`src/rtl/inv_data_registers_unit_pkg.sv`:
```
// Shared constants, control-state type and GF(2^8) helpers for the
// inverse-cipher state register unit.
package inv_data_registers_unit_pkg;

    localparam logic [7:0] GF_REDUCE = 8'h1B;
    localparam logic [7:0] IMC_C0    = 8'h0E;
    localparam logic [7:0] IMC_C1    = 8'h0B;
    localparam logic [7:0] IMC_C2    = 8'h0D;
    localparam logic [7:0] IMC_C3    = 8'h09;
    localparam int         NUM_BYTES = 16;
    localparam int         IMC_LEN   = 4;

    typedef enum logic {
        IDLE = 1'b0,
        IMC  = 1'b1
    } ctrl_state_t;

    function automatic logic [7:0] xtime(input logic [7:0] b);
        return {b[6:0], 1'b0} ^ (b[7] ? GF_REDUCE : 8'h00);
    endfunction

    // All inverse coefficients fit in four bits, so x1/x2/x4/x8 terms suffice.
    function automatic logic [7:0] gf_mul_coef(input logic [7:0] b, input logic [3:0] c);
        logic [7:0] x2;
        logic [7:0] x4;
        logic [7:0] x8;
        x2 = xtime(b);
        x4 = xtime(x2);
        x8 = xtime(x4);
        return (c[0] ? b  : 8'h00) ^ (c[1] ? x2 : 8'h00) ^
               (c[2] ? x4 : 8'h00) ^ (c[3] ? x8 : 8'h00);
    endfunction

endpackage

```
`src/rtl/inv_data_registers_unit_mix.sv`:
```
// Combinational InvMixColumn of one 32-bit column; byte 0 (row 0) sits in [31:24].
module inv_mix_column
    import inv_data_registers_unit_pkg::*;
(
    input  logic [31:0] col_in,
    output logic [31:0] col_out
);

    logic [7:0] b0_s;
    logic [7:0] b1_s;
    logic [7:0] b2_s;
    logic [7:0] b3_s;

    // Circulant matrix product, each row the previous one rotated right by one.
    always_comb begin
        b0_s = col_in[31:24];
        b1_s = col_in[23:16];
        b2_s = col_in[15:8];
        b3_s = col_in[7:0];
        col_out[31:24] = gf_mul_coef(b0_s, IMC_C0[3:0]) ^ gf_mul_coef(b1_s, IMC_C1[3:0]) ^
                         gf_mul_coef(b2_s, IMC_C2[3:0]) ^ gf_mul_coef(b3_s, IMC_C3[3:0]);
        col_out[23:16] = gf_mul_coef(b0_s, IMC_C3[3:0]) ^ gf_mul_coef(b1_s, IMC_C0[3:0]) ^
                         gf_mul_coef(b2_s, IMC_C1[3:0]) ^ gf_mul_coef(b3_s, IMC_C2[3:0]);
        col_out[15:8]  = gf_mul_coef(b0_s, IMC_C2[3:0]) ^ gf_mul_coef(b1_s, IMC_C3[3:0]) ^
                         gf_mul_coef(b2_s, IMC_C0[3:0]) ^ gf_mul_coef(b3_s, IMC_C1[3:0]);
        col_out[7:0]   = gf_mul_coef(b0_s, IMC_C1[3:0]) ^ gf_mul_coef(b1_s, IMC_C2[3:0]) ^
                         gf_mul_coef(b2_s, IMC_C3[3:0]) ^ gf_mul_coef(b3_s, IMC_C0[3:0]);
    end

endmodule

```
`src/rtl/inv_data_registers_unit.sv`:
```
// Sixteen-byte inverse-cipher state register: two-byte shift in/out,
// single-cycle InvShiftRows and a four-cycle column-serial InvMixColumns.
module inv_data_registers_unit
    import inv_data_registers_unit_pkg::*;
(
    input  logic        clk,
    input  logic        rst_n,
    input  logic        en,
    input  logic        doISR,
    input  logic        doIMC,
    input  logic [15:0] statein,
    output logic [15:0] stateout,
    output logic        imc_busy,
    output logic        imc_done,
    output logic        block_rdy
);

    localparam logic [1:0] LAST_COL = 2'(IMC_LEN - 1);

    ctrl_state_t state_r;
    ctrl_state_t state_nxt_s;
    logic [2:0]  shift_cnt_r;
    logic [1:0]  col_cnt_r;
    logic [7:0]  s_r     [NUM_BYTES];
    logic [7:0]  s_nxt_s [NUM_BYTES];
    logic        accept_en_s;
    logic        do_isr_s;
    logic        start_imc_s;
    logic [31:0] imc_col_in_s;
    logic [31:0] imc_col_out_s;

    assign imc_col_in_s = {s_r[0], s_r[1], s_r[2], s_r[3]};

    inv_mix_column u_inv_mix_column (
        .col_in  (imc_col_in_s),
        .col_out (imc_col_out_s)
    );

    // Command arbitration while idle: en beats doISR beats doIMC.
    always_comb begin
        accept_en_s = (state_r == IDLE) && en;
        do_isr_s    = (state_r == IDLE) && !en && doISR;
        start_imc_s = (state_r == IDLE) && !en && !doISR && doIMC;
    end

    // Control state register.
    always_ff @(posedge clk or negedge rst_n) begin
        if (!rst_n) begin
            state_r <= IDLE;
        end else begin
            state_r <= state_nxt_s;
        end
    end

    // Next-state logic.
    always_comb begin
        state_nxt_s = state_r;
        case (state_r)
            IDLE: begin
                if (start_imc_s) state_nxt_s = IMC;
                else             state_nxt_s = IDLE;
            end
            IMC: begin
                if (col_cnt_r == LAST_COL) state_nxt_s = IDLE;
                else                       state_nxt_s = IMC;
            end
            default: state_nxt_s = IDLE;
        endcase
    end

    // Shift counter holds outside accepted shifts; column counter idles at zero.
    always_ff @(posedge clk or negedge rst_n) begin
        if (!rst_n) begin
            shift_cnt_r <= 3'd0;
            col_cnt_r   <= 2'd0;
        end else begin
            if (accept_en_s) shift_cnt_r <= shift_cnt_r + 3'd1;
            else             shift_cnt_r <= shift_cnt_r;
            if (state_r == IMC) col_cnt_r <= col_cnt_r + 2'd1;
            else                col_cnt_r <= 2'd0;
        end
    end

    // Next state bytes; the IMC rotation returns columns to their original slots after four steps.
    always_comb begin
        for (int i = 0; i < NUM_BYTES; i++) s_nxt_s[i] = s_r[i];
        if (accept_en_s) begin
            for (int i = 0; i < NUM_BYTES - 2; i++) s_nxt_s[i] = s_r[i + 2];
            s_nxt_s[14] = statein[15:8];
            s_nxt_s[15] = statein[7:0];
        end else if (do_isr_s) begin
            for (int r = 0; r < 4; r++) begin
                for (int c = 0; c < 4; c++) begin
                    s_nxt_s[r + 4 * c] = s_r[r + 4 * ((c - r) & 3)];
                end
            end
        end else if (state_r == IMC) begin
            for (int i = 0; i < NUM_BYTES - 4; i++) s_nxt_s[i] = s_r[i + 4];
            s_nxt_s[12] = imc_col_out_s[31:24];
            s_nxt_s[13] = imc_col_out_s[23:16];
            s_nxt_s[14] = imc_col_out_s[15:8];
            s_nxt_s[15] = imc_col_out_s[7:0];
        end else begin
            for (int i = 0; i < NUM_BYTES; i++) s_nxt_s[i] = s_r[i];
        end
    end

    // State byte registers.
    always_ff @(posedge clk or negedge rst_n) begin
        if (!rst_n) begin
            for (int i = 0; i < NUM_BYTES; i++) s_r[i] <= 8'h00;
        end else begin
            for (int i = 0; i < NUM_BYTES; i++) s_r[i] <= s_nxt_s[i];
        end
    end

    // Outputs decoded from registered state.
    always_comb begin
        stateout  = {s_r[0], s_r[1]};
        imc_busy  = (state_r == IMC);
        imc_done  = (state_r == IMC) && (col_cnt_r == LAST_COL);
        block_rdy = accept_en_s && (shift_cnt_r == 3'd7);
    end

endmodule

```
`config.mk`:
```
export PLATFORM = sky130hd
export DESIGN_NAME = inv_data_registers_unit
export DESIGN_NICKNAME = d
export VERILOG_FILES = /design/src/rtl/inv_data_registers_unit_pkg.sv /design/src/rtl/inv_data_registers_unit_mix.sv /design/src/rtl/inv_data_registers_unit.sv
export SDC_FILE = /design/constraint.sdc
export NUM_CORES = 1
export LEC_CHECK = 0
export CELL_PAD_IN_SITES_DETAIL_PLACEMENT = 0
export CELL_PAD_IN_SITES_GLOBAL_PLACEMENT = 1
export CORE_UTILIZATION = 48
export DETAILED_ROUTE_END_ITERATION = 10
export DONT_BUFFER_PORTS = 1
export PLACE_DENSITY_LB_ADDON = 0.12
export SLEW_MARGIN = 0
export SYNTH_ARGS = -nofsm -noshare
export SYNTH_HDL_FRONTEND = slang
export SYNTH_HIERARCHICAL = 1
export SYNTH_SLANG_ARGS = --single-unit
```
`constraint.sdc`:
```
create_clock -name clk -period 3.07 [get_ports clk]
set_input_delay 0.307 -clock clk [delete_from_list [all_inputs] [get_ports clk]]
set_output_delay 0.307 -clock clk [all_outputs]
set_load 0.01 [all_outputs]
```
== Yosys cells after proc, flatten, opt, wreduce, memory -nomap -nowiden ==
Cells that the tools add are included.
Widths: inputs -> output; s select.
Word-level totals
  register bits after elaboration: 134
  output and inout bits: 19
Cells by class
  add/subtract/negate cells: 2
  eq/ne operators: 3
  reduce and logical (&&, ||, !) cells: 12
  bitwise logic cells: 53
  multiplexer cells: 19
Operator list (count)
  $xor 8x8->8: 52
  $mux 128: 3
  $mux 5: 12
  $logic_and 1x1->1: 7
  $add 3x1->3 const B: 1
  $eq 3x3->1 const B: 1
  $reduce_bool 3->1: 1
  $add 2x1->2 const B: 1
  $eq 2x2->1 const B: 1
  $logic_not 1->1: 2
  $mux 1: 2
  $mux 2: 1
  $ne 2x2->1 const B: 1
  $pmux 1 s2: 1
  $reduce_and 2->1: 1
  $reduce_bool 2->1: 1
  $not 1->1: 1

== Longest topological paths before layout ==
Gate-level depths: netlist of the first run.
  depth after elaboration: 13
  mapped depth: 7

== By module ==
Netlist of the first run, hierarchy kept.
Modules (own cells, without submodules)
  inv_data_registers_unit: times used 1, area each 6830.3 um2, cells an instance 681, seq. area each 3353.2 um2
  inv_mix_column: times used 1, area each 2069.5 um2, cells an instance 203, seq. area each 0.0 um2

== Worst setup path before layout of the first run ==
Ideal clock, no wire load.
  path type: reg-to-reg
  start: reg s_r (netlist bit stateout[6])
  end: reg s_r[4] (netlist name)
  clock period less this slack: 2324 ps
  required time: 2938 ps
  stages on the path, launching flop included: 8
  arrival: 2192 ps
  setup slack: 746 ps
  path buffers: 1
  cell sequence: dfrtp_1 -> buf_6 -> xnor3_2 -> xnor3_2 -> xnor2_1 -> xnor3_1 -> a22oi_1 -> o21ai_1
Between the ends
  word-level cells in the longest chain between the ends: 11
  elaborated cells on any way between the ends: 12
  those cells by class: mux (4); bitwise (8)
RTL lines
  start, declared: line inv_data_registers_unit.sv:24  | logic [7:0] s_r [NUM_BYTES];
  $xor 8x8->8 *: line inv_data_registers_unit_pkg.sv:19  | return {b[6:0], 1'b0} ^ (b[7] ? GF_REDUCE : 8'h00);
  $mux 5 *: line inv_data_registers_unit_pkg.sv:19
  $xor 8x8->8 *: line inv_data_registers_unit_pkg.sv:19
  $xor 8x8->8, on equally long branches: line inv_data_registers_unit_pkg.sv:30, inv_data_registers_unit_pkg.sv:19
  $xor 8x8->8 *: line inv_data_registers_unit_pkg.sv:31  | (c[2] ? x4 : 8'h00) ^ (c[3] ? x8 : 8'h00);
  $xor 8x8->8 * (2 in a row): line inv_data_registers_unit_mix.sv:26  | col_out[7:0] = gf_mul_coef(b0_s, IMC_C1[3:0]) ^ gf_mul_coef(b1_s, IMC_C2[3:0]) ^
  $xor 8x8->8 *: line inv_data_registers_unit_mix.sv:27  | gf_mul_coef(b2_s, IMC_C3[3:0]) ^ gf_mul_coef(b3_s, IMC_C0[3:0]);
  named net imc_col_out_s[4]: line inv_data_registers_unit.sv:30  | logic [31:0] imc_col_out_s;
  $mux 128 *: line inv_data_registers_unit.sv:97  | end else if (state_r == IMC) begin
  $mux 128 *: line inv_data_registers_unit.sv:91  | end else if (do_isr_s) begin
  $mux 128 *: line inv_data_registers_unit.sv:87  | if (accept_en_s) begin
The timed path passes the listed nets; every way through them passes the cells marked *. The select of a mux whose other input is x is not followed.
A chain may end at the register's enable or synchronous reset.

== Final worst setup path of the first run ==
  start: reg s_r (netlist bit stateout[14])
  end: reg s_r[20] (netlist name)
Between the ends
  word-level cells in the longest chain between the ends: 11
RTL lines
  $xor 8x8->8: line inv_data_registers_unit_pkg.sv:19
  $mux 5: line inv_data_registers_unit_pkg.sv:19
  $xor 8x8->8 (2 in a row): line inv_data_registers_unit_pkg.sv:19
  $xor 8x8->8: line inv_data_registers_unit_pkg.sv:31
  $xor 8x8->8 (2 in a row): line inv_data_registers_unit_mix.sv:22  | col_out[23:16] = gf_mul_coef(b0_s, IMC_C3[3:0]) ^ gf_mul_coef(b1_s, IMC_C0[3:0]) ^
  $xor 8x8->8: line inv_data_registers_unit_mix.sv:23  | gf_mul_coef(b2_s, IMC_C1[3:0]) ^ gf_mul_coef(b3_s, IMC_C2[3:0]);
  named net imc_col_out_s[20]: line inv_data_registers_unit.sv:30
  $mux 128: line inv_data_registers_unit.sv:97
  $mux 128: line inv_data_registers_unit.sv:91
  $mux 128: line inv_data_registers_unit.sv:87
The timed path passes the listed nets, and every way through them passes these cells. The select of a mux whose other input is x is not followed.

==> reports/metrics.csv, run 1 <==
stage;metric;value;unit
synthesis;Syn Inst Count;884;
timing;Highest Clock Rate;0.384;GHz
synthesis;Yosys cell types;29;
timing;unrepaired setup endpoints after global routing;false;
synthesis;Mapped Area;8900;um^2
route;antenna-violating nets left;0;
layout;most frequent cells in the layout;dfrtp_1 (133), o21ai_1 (129), xnor2_1 (125);
synthesis;Mean Syn Cell Area;10.1;um^2
layout;commonest non-fill, non-tap cell in the layout;dfrtp_1;
global_routing;first-pass GRT wire length;36600;um
synthesis;sequential fraction of the synthesis area;37.7;%
layout;Nets;848;
timing;worst slew pin tran;1.22;ns
timing;Final Cycle Share;84.7;%
timing;Min Hold Slack;-0.415;ns
critical_path;Req. time, crit path;3.32;ns
clock_tree;worst skew pair latency;0.42;ns
critical_path;Worst Setup Start Kind;flip-flop;
route;drt first pass iters;8;
global_routing;pin count of the biggest net entering global routing;174;
critical_path;FF-to-FF setup slack;0.47;ns
timing;Setup violations, final;0;
route;DR vias;6346;
timing;normalized max-slew margin;18.5;%
route;post-DR vias/cell;5.96;
synthesis;Simple-Gate Fraction of Synth Area;9.31;%
clock_tree;root buffer cell;clkbuf_16;
layout;final-layout fill cell count;1647;
placed_design;I/O Buffers;0;
critical_path;critical path type;flip-flop to flip-flop;
clock_tree;clock sinks;134;
global_routing;grt ovf;0;
die;Initial Utilization;49.2;%
global_routing;initial antenna violation count;0;
critical_path;worst endpoint data arrival time;2.86;ns
route;First DRT Iteration DRCs;484;
die;die area;19100;um^2
synthesis;synthesis-stage register bit count;134;
timing;Final Hold Violating Endpoints;134;
critical_path;CP Max Fanout;8;
route;final wirelength;22700;um
run_status;failing checks;DRC, hold timing;
synthesis;Synth Area in Compound Gates;17.6;%
layout;# diodes;0;
synthesis;largest family of logic cells by synthesized area;XOR/XNOR gates;
clock_tree;CTS max path bufs;2;
timing;Fin Setup TNS;0;ns
die;die height;138;um
timing;final worst setup slack;0.469;ns
clock_tree;CTS tree;built;
placed_design;pre-CTS setup slack;0.508;ns
die;I/O Pins;40;
route;DRC Markers;10;
timing;Final Critical Period;2.60;ns
die;row cnt;49;
synthesis;Synth Area in Adders;0.422;%
placed_design;RePlAce Congestion;0.919;
global_routing;vias in the first global route;6096;
critical_path;critical path endpoint category;flip-flop;
synthesis;Synth Area in XOR/XNOR;22.3;%
clock_tree;TritonCTS buffer count;17;
clock_tree;# hold bufs at CTS;1;
die;Die X;138;um
synthesis;post-synth net total;908;
die;Core Area;18100;um^2
route;Routed WL per cell;21.4;um
layout;P&R area growth vs syn;4.86;%
timing;Slew Viols, Final;0;
clock_tree;Clock transition at path regs;0.06;ns
timing;clock skew;0.00550;ns
synthesis;synth warn;6;
layout;layout cells sized above 1;6.47;%
synthesis;mux cell area share after synthesis;6.55;%
clock_tree;H-tree depth;4;
worst_hold_path;Worst Hold Class;input port to async pin;
global_routing;gr usage total;25.0;%
placed_design;Final HPWL DP;14700;um
run_status;run status;complete, but fails checks;
job;Max-cap violations;0;
==> worst max-delay path, cell delays in order (launching register included) <==
cell,delay [ns]
dfrtp_1,0.63
xor2_1,0.47
xnor3_1,0.47
xnor3_2,0.42
xnor2_1,0.17
a22oi_1,0.19
o21ai_1,0.09
==> Yosys cell counts, drive strengths merged <==
library cell    n  area (um^2)
xnor2         127         1130
and3            1         6.26
xor2           37          324
nand2b          1         6.26
nor3            1         10.0
a22oi          79          593
inv             1         3.75
nor2            1         3.75
nor2b           1         6.26
a21oi          65          325
ha              3         37.5
clkbuf         32          121
dfrtp         134         3350
and2            2         12.5
nand2          57          214
xnor3          22          507
and3b          65          569
mux2i          56          561
mux2            2         22.5
o21ai         129          646
buf            67          423
xor3            1         27.5
==> flip-flops by register name, indices dropped and copies added, names as in the netlist <==
register / flops
s_r: 96
imc_col_in_s: 16
stateout: 16
shift_cnt_r: 3
col_cnt_r: 2
imc_busy: 1
==> area by class of cell <==
cell class                 instances  area [um^2]  area share [%]
timing repair buffer              20          153            1.64
inverter                           1         3.75          0.0402
clock buffer                      25          475            5.09
clock inverter                     5         50.0           0.536
multi-input combinational        650         5010            53.7
tap                              229          287            3.07
sequential                       134         3360            36.0
==> metal layers <==
layer	wire length, um	global-route usage, %	share of wire, %	vias up
met2	10400	38.2	46	171
met4	376	7.51	1.7	0
li1	-	-	-	2984
met5	0	0	0	-
met3	1430	5.44	6.3	24
met1	10500	35.6	46	3167
==> stage by stage <==
step	instances	instance area [um^2]	utilization (%)
floorplan	884	8900	-
global placement	1033	8800	48.6
detailed placement	1033	8800	48.6
CTS	1064	9330	51.6
global route	1064	9330	51.6
finish	1064	9330	51.6
==> path summary, 6_finish.rpt <==
check / from / endpoint / cells past startpoint
max: stateout[14] / s_r[20] / 6
min: rst_n / s_r[67] / 0
max reg2reg: stateout[14] / s_r[20] / 6
min reg2reg: col_cnt_r[0] / col_cnt_r[0] / 1
max in group asynchronous: rst_n / s_r[57] / 0
min in group clk: statein[1] / s_r[1] / 2
==> logic make-up (layout without fill, tap and decap cells) <==
group                    after synthesis  in the layout
AND/OR/NAND/NOR                      129            129
adder cells (fa/ha/maj)                3              3
flip-flops                           134            134
AO/OA/AOI/OAI                        273            273
XOR/XNOR                             187            187
buffers and inverters                100             51
multiplexers                          58             58
==> repair_timing <==
item                      in CTS  in global routing
resized for setup              0                  0
hold endpoints to repair     135                134
setup buffers                  0                  0
Power of run 1 is left out: the tool's default activity adds up to more than one toggle a clock period on the data nets, which glitch-free logic cannot reach.
==> run 2, diff against run 1 <==
Settings changed: CORE_UTILIZATION 48 to 46.
Clock period 3.07 ns to 2.2 ns, I/O delays scaled along.
==> run 2 against run 1 <==
Effect of this change: the flow finishes with violations (hold timing); worst hold slack got worse by 0.096 ns; die area increased by 4.3%; design area increased by 10%; worst setup slack got worse by 0.42 ns; flip-flop and latch count unchanged; highest routed layer unchanged; register-to-register slack got worse by 0.42 ns; critical endpoint is now s_r[12]; core utilization increased by 3.2 points.
==> reports/metrics.csv, run 2 (synthesis results as in run 1) <==
stage;metric;value;unit;change
critical_path;FF-to-FF setup slack;0.05;ns;-0.42 ns
critical_path;Worst Setup Start Kind;flip-flop;;
route;Routed WL per cell;20.0;um;-6.3%
layout;most frequent cells in the layout;o21ai_1 (129), dfrtp_1 (127), xnor2_1 (112);;
layout;commonest non-fill, non-tap cell in the layout;o21ai_1;;
placed_design;Placed Instance Area;9350;um^2;+6.2%
timing;Final Hold Violating Endpoints;134;;unchanged
layout;Nets;928;;+9.4%
die;die area;19900;um^2;+4.3%
route;DRC Markers;0;;-10
clock_tree;Clock transition at path regs;0.06;ns;about the same
timing;Final Critical Period;2.15;ns;-0.455 ns
layout;largest reg by FF count;s_r;;
run_status;failing checks;hold timing;;
timing;worst slew pin tran;0.809;ns;-0.414 ns
critical_path;worst endpoint data arrival time;2.43;ns;-0.43 ns
clock_tree;clock sinks;134;;unchanged
layout;layout cells sized above 1;16.5;%;+10 points
critical_path;CP top delay family;XOR/XNOR gates;;
timing;unrepaired setup endpoints after global routing;true;;
job;Max-cap violations;0;;unchanged
placed_design;RePlAce Congestion;0.901;;-2.0%
critical_path;CP Max Fanout;4;;-4
run_status;run status;complete, but fails checks;;
route;antenna-violating nets left;0;;unchanged
route;drt first pass iters;5;;-3
timing;Highest Clock Rate;0.466;GHz;+21%
critical_path;CP dominant cell by count;xnor2_1;;
route;First DRT Iteration DRCs;428;;-12%
layout;max reg flops;96;;unchanged
route;post-DR vias/cell;5.64;;-5.4%
route;final wirelength;23600;um;+3.7%
critical_path;critical path endpoint category;flip-flop;;
critical_path;critical path type;flip-flop to flip-flop;;
clock_tree;H-tree depth;4;;unchanged
clock_tree;root buffer cell;clkbuf_16;;
global_routing;first-pass GRT wire length;37900;um;+3.6%
global_routing;initial antenna violation count;0;;unchanged
die;Core Area;18800;um^2;+4.1%
critical_path;CP Cell Sequence;buf_4 > xnor2_1 > xnor3_1 > xnor2_1 > xnor2_1 > a22oi_1 > o21ai_1;;
die;I/O Pins;40;;unchanged
layout;P&R area growth vs syn;15.9;%;
timing;Setup violations, final;0;;unchanged
clock_tree;CTS tree;built;;
global_routing;grt ovf;0;;unchanged
die;die height;141;um;+2.1%
timing;Slew Viols, Final;0;;unchanged
critical_path;Crit path buffers/inverters;1;;+1
layout;# diodes;0;;unchanged
worst_hold_path;Worst Hold Class;input port to async pin;;
die;Initial Utilization;47.3;%;-1.9 points
timing;Final Cycle Share;97.6;%;+13 points
critical_path;Worst Setup SP;stateout[14];;
clock_tree;worst skew pair latency;0.43;ns;about the same
critical_path;Reg2Reg Launch Point;stateout[14];;
placed_design;I/O Buffers;0;;unchanged
timing;clock skew;0.0124;ns;+0.00688 ns
clock_tree;CTS max path bufs;2;;unchanged
layout;fin area;10300;um^2;+10%
route;DR vias;6640;;+4.6%
die;row cnt;50;;+2.0%
global_routing;pin count of the biggest net entering global routing;162;;-6.9%
layout;final-layout fill cell count;1664;;+1.0%
layout;fin util;54.8;%;+3.2 points
critical_path;CP max stage delay;0.45;ns;-0.18 ns
critical_path;Req. time, crit path;2.49;ns;-0.83 ns
timing;normalized max-slew margin;45.9;%;+27 points
global_routing;vias in the first global route;6562;;+7.6%
placed_design;Final HPWL DP;15600;um;+6.2%
clock_tree;TritonCTS buffer count;17;;unchanged
global_routing;gr usage total;25.3;%;+0.25 points
die;Die X;141;um;+2.1%
critical_path;crit path max-delay cell type;dfrtp_2;;
timing;Min Hold Slack;-0.512;ns;-0.0963 ns
[run 2: cell count changes in the layout (fill, tap and decap cells not counted), sizes merged]
cell         previous run  this run
buf                    19        81
dlygate4sd3             1        19
clkinvlp                0         3
clkinv                  4         3
[run 2: what timing repair did]
action,4_1_cts,5_1_grt
endpoints found under the hold margin,158,135
gates cloned,0,0
gates resized for setup,4,25
pin swaps,0,12
buffers inserted,1,5
hold buffers,18,1
endpoints found under the setup margin,5,12
[run 2: through the flow]
step / setup TNS, ns / std cells / setup slack [ns]
global placement: 0 / 1121 / 0.00271
floorplan: -0.00504 / 884 / -0.00255
finish: 0 / 1177 / 0.0534
detailed placement: 0 / 1121 / 0.00950
CTS: 0 / 1172 / 0.0119
global route: -0.149 / 1177 / -0.0408
[run 2: layer usage]
metal / track usage [%] / wire, um / share of wire, % / vias to the layer above
li1: - / - / - / 3141
met1: 35.8 / 11100 / 47 / 3349
met2: 39.3 / 11300 / 48 / 133
met3: 5.23 / 938 / 4.0 / 17
met4: 6.29 / 258 / 1.1 / 0
met5: 0 / 0 / 0 / -
[run 2: final timing paths]
path	endpoint	cells after the start
setup / recovery	s_r[12]	7
hold / removal	s_r[49]	0
setup reg to reg	s_r[12]	7
hold reg to reg	col_cnt_r[0]	1
max in group asynchronous	stateout[15]	0
min in group clk	s_r[11]	2
[run 2: layout make-up]
type                    instances  area [um^2]  share of cell area [%]
multi-input cells             650         5170                    50.2
flip-flops and latches        134         3360                    32.6
repair buffers                100          861                    8.35
clock buffers                  25          515                    5.00
well taps                     260          325                    3.15
clock inverters                 7         67.6                   0.655
inverters                       1         3.75                  0.0364
Power of run 2 is left out for the same reason.
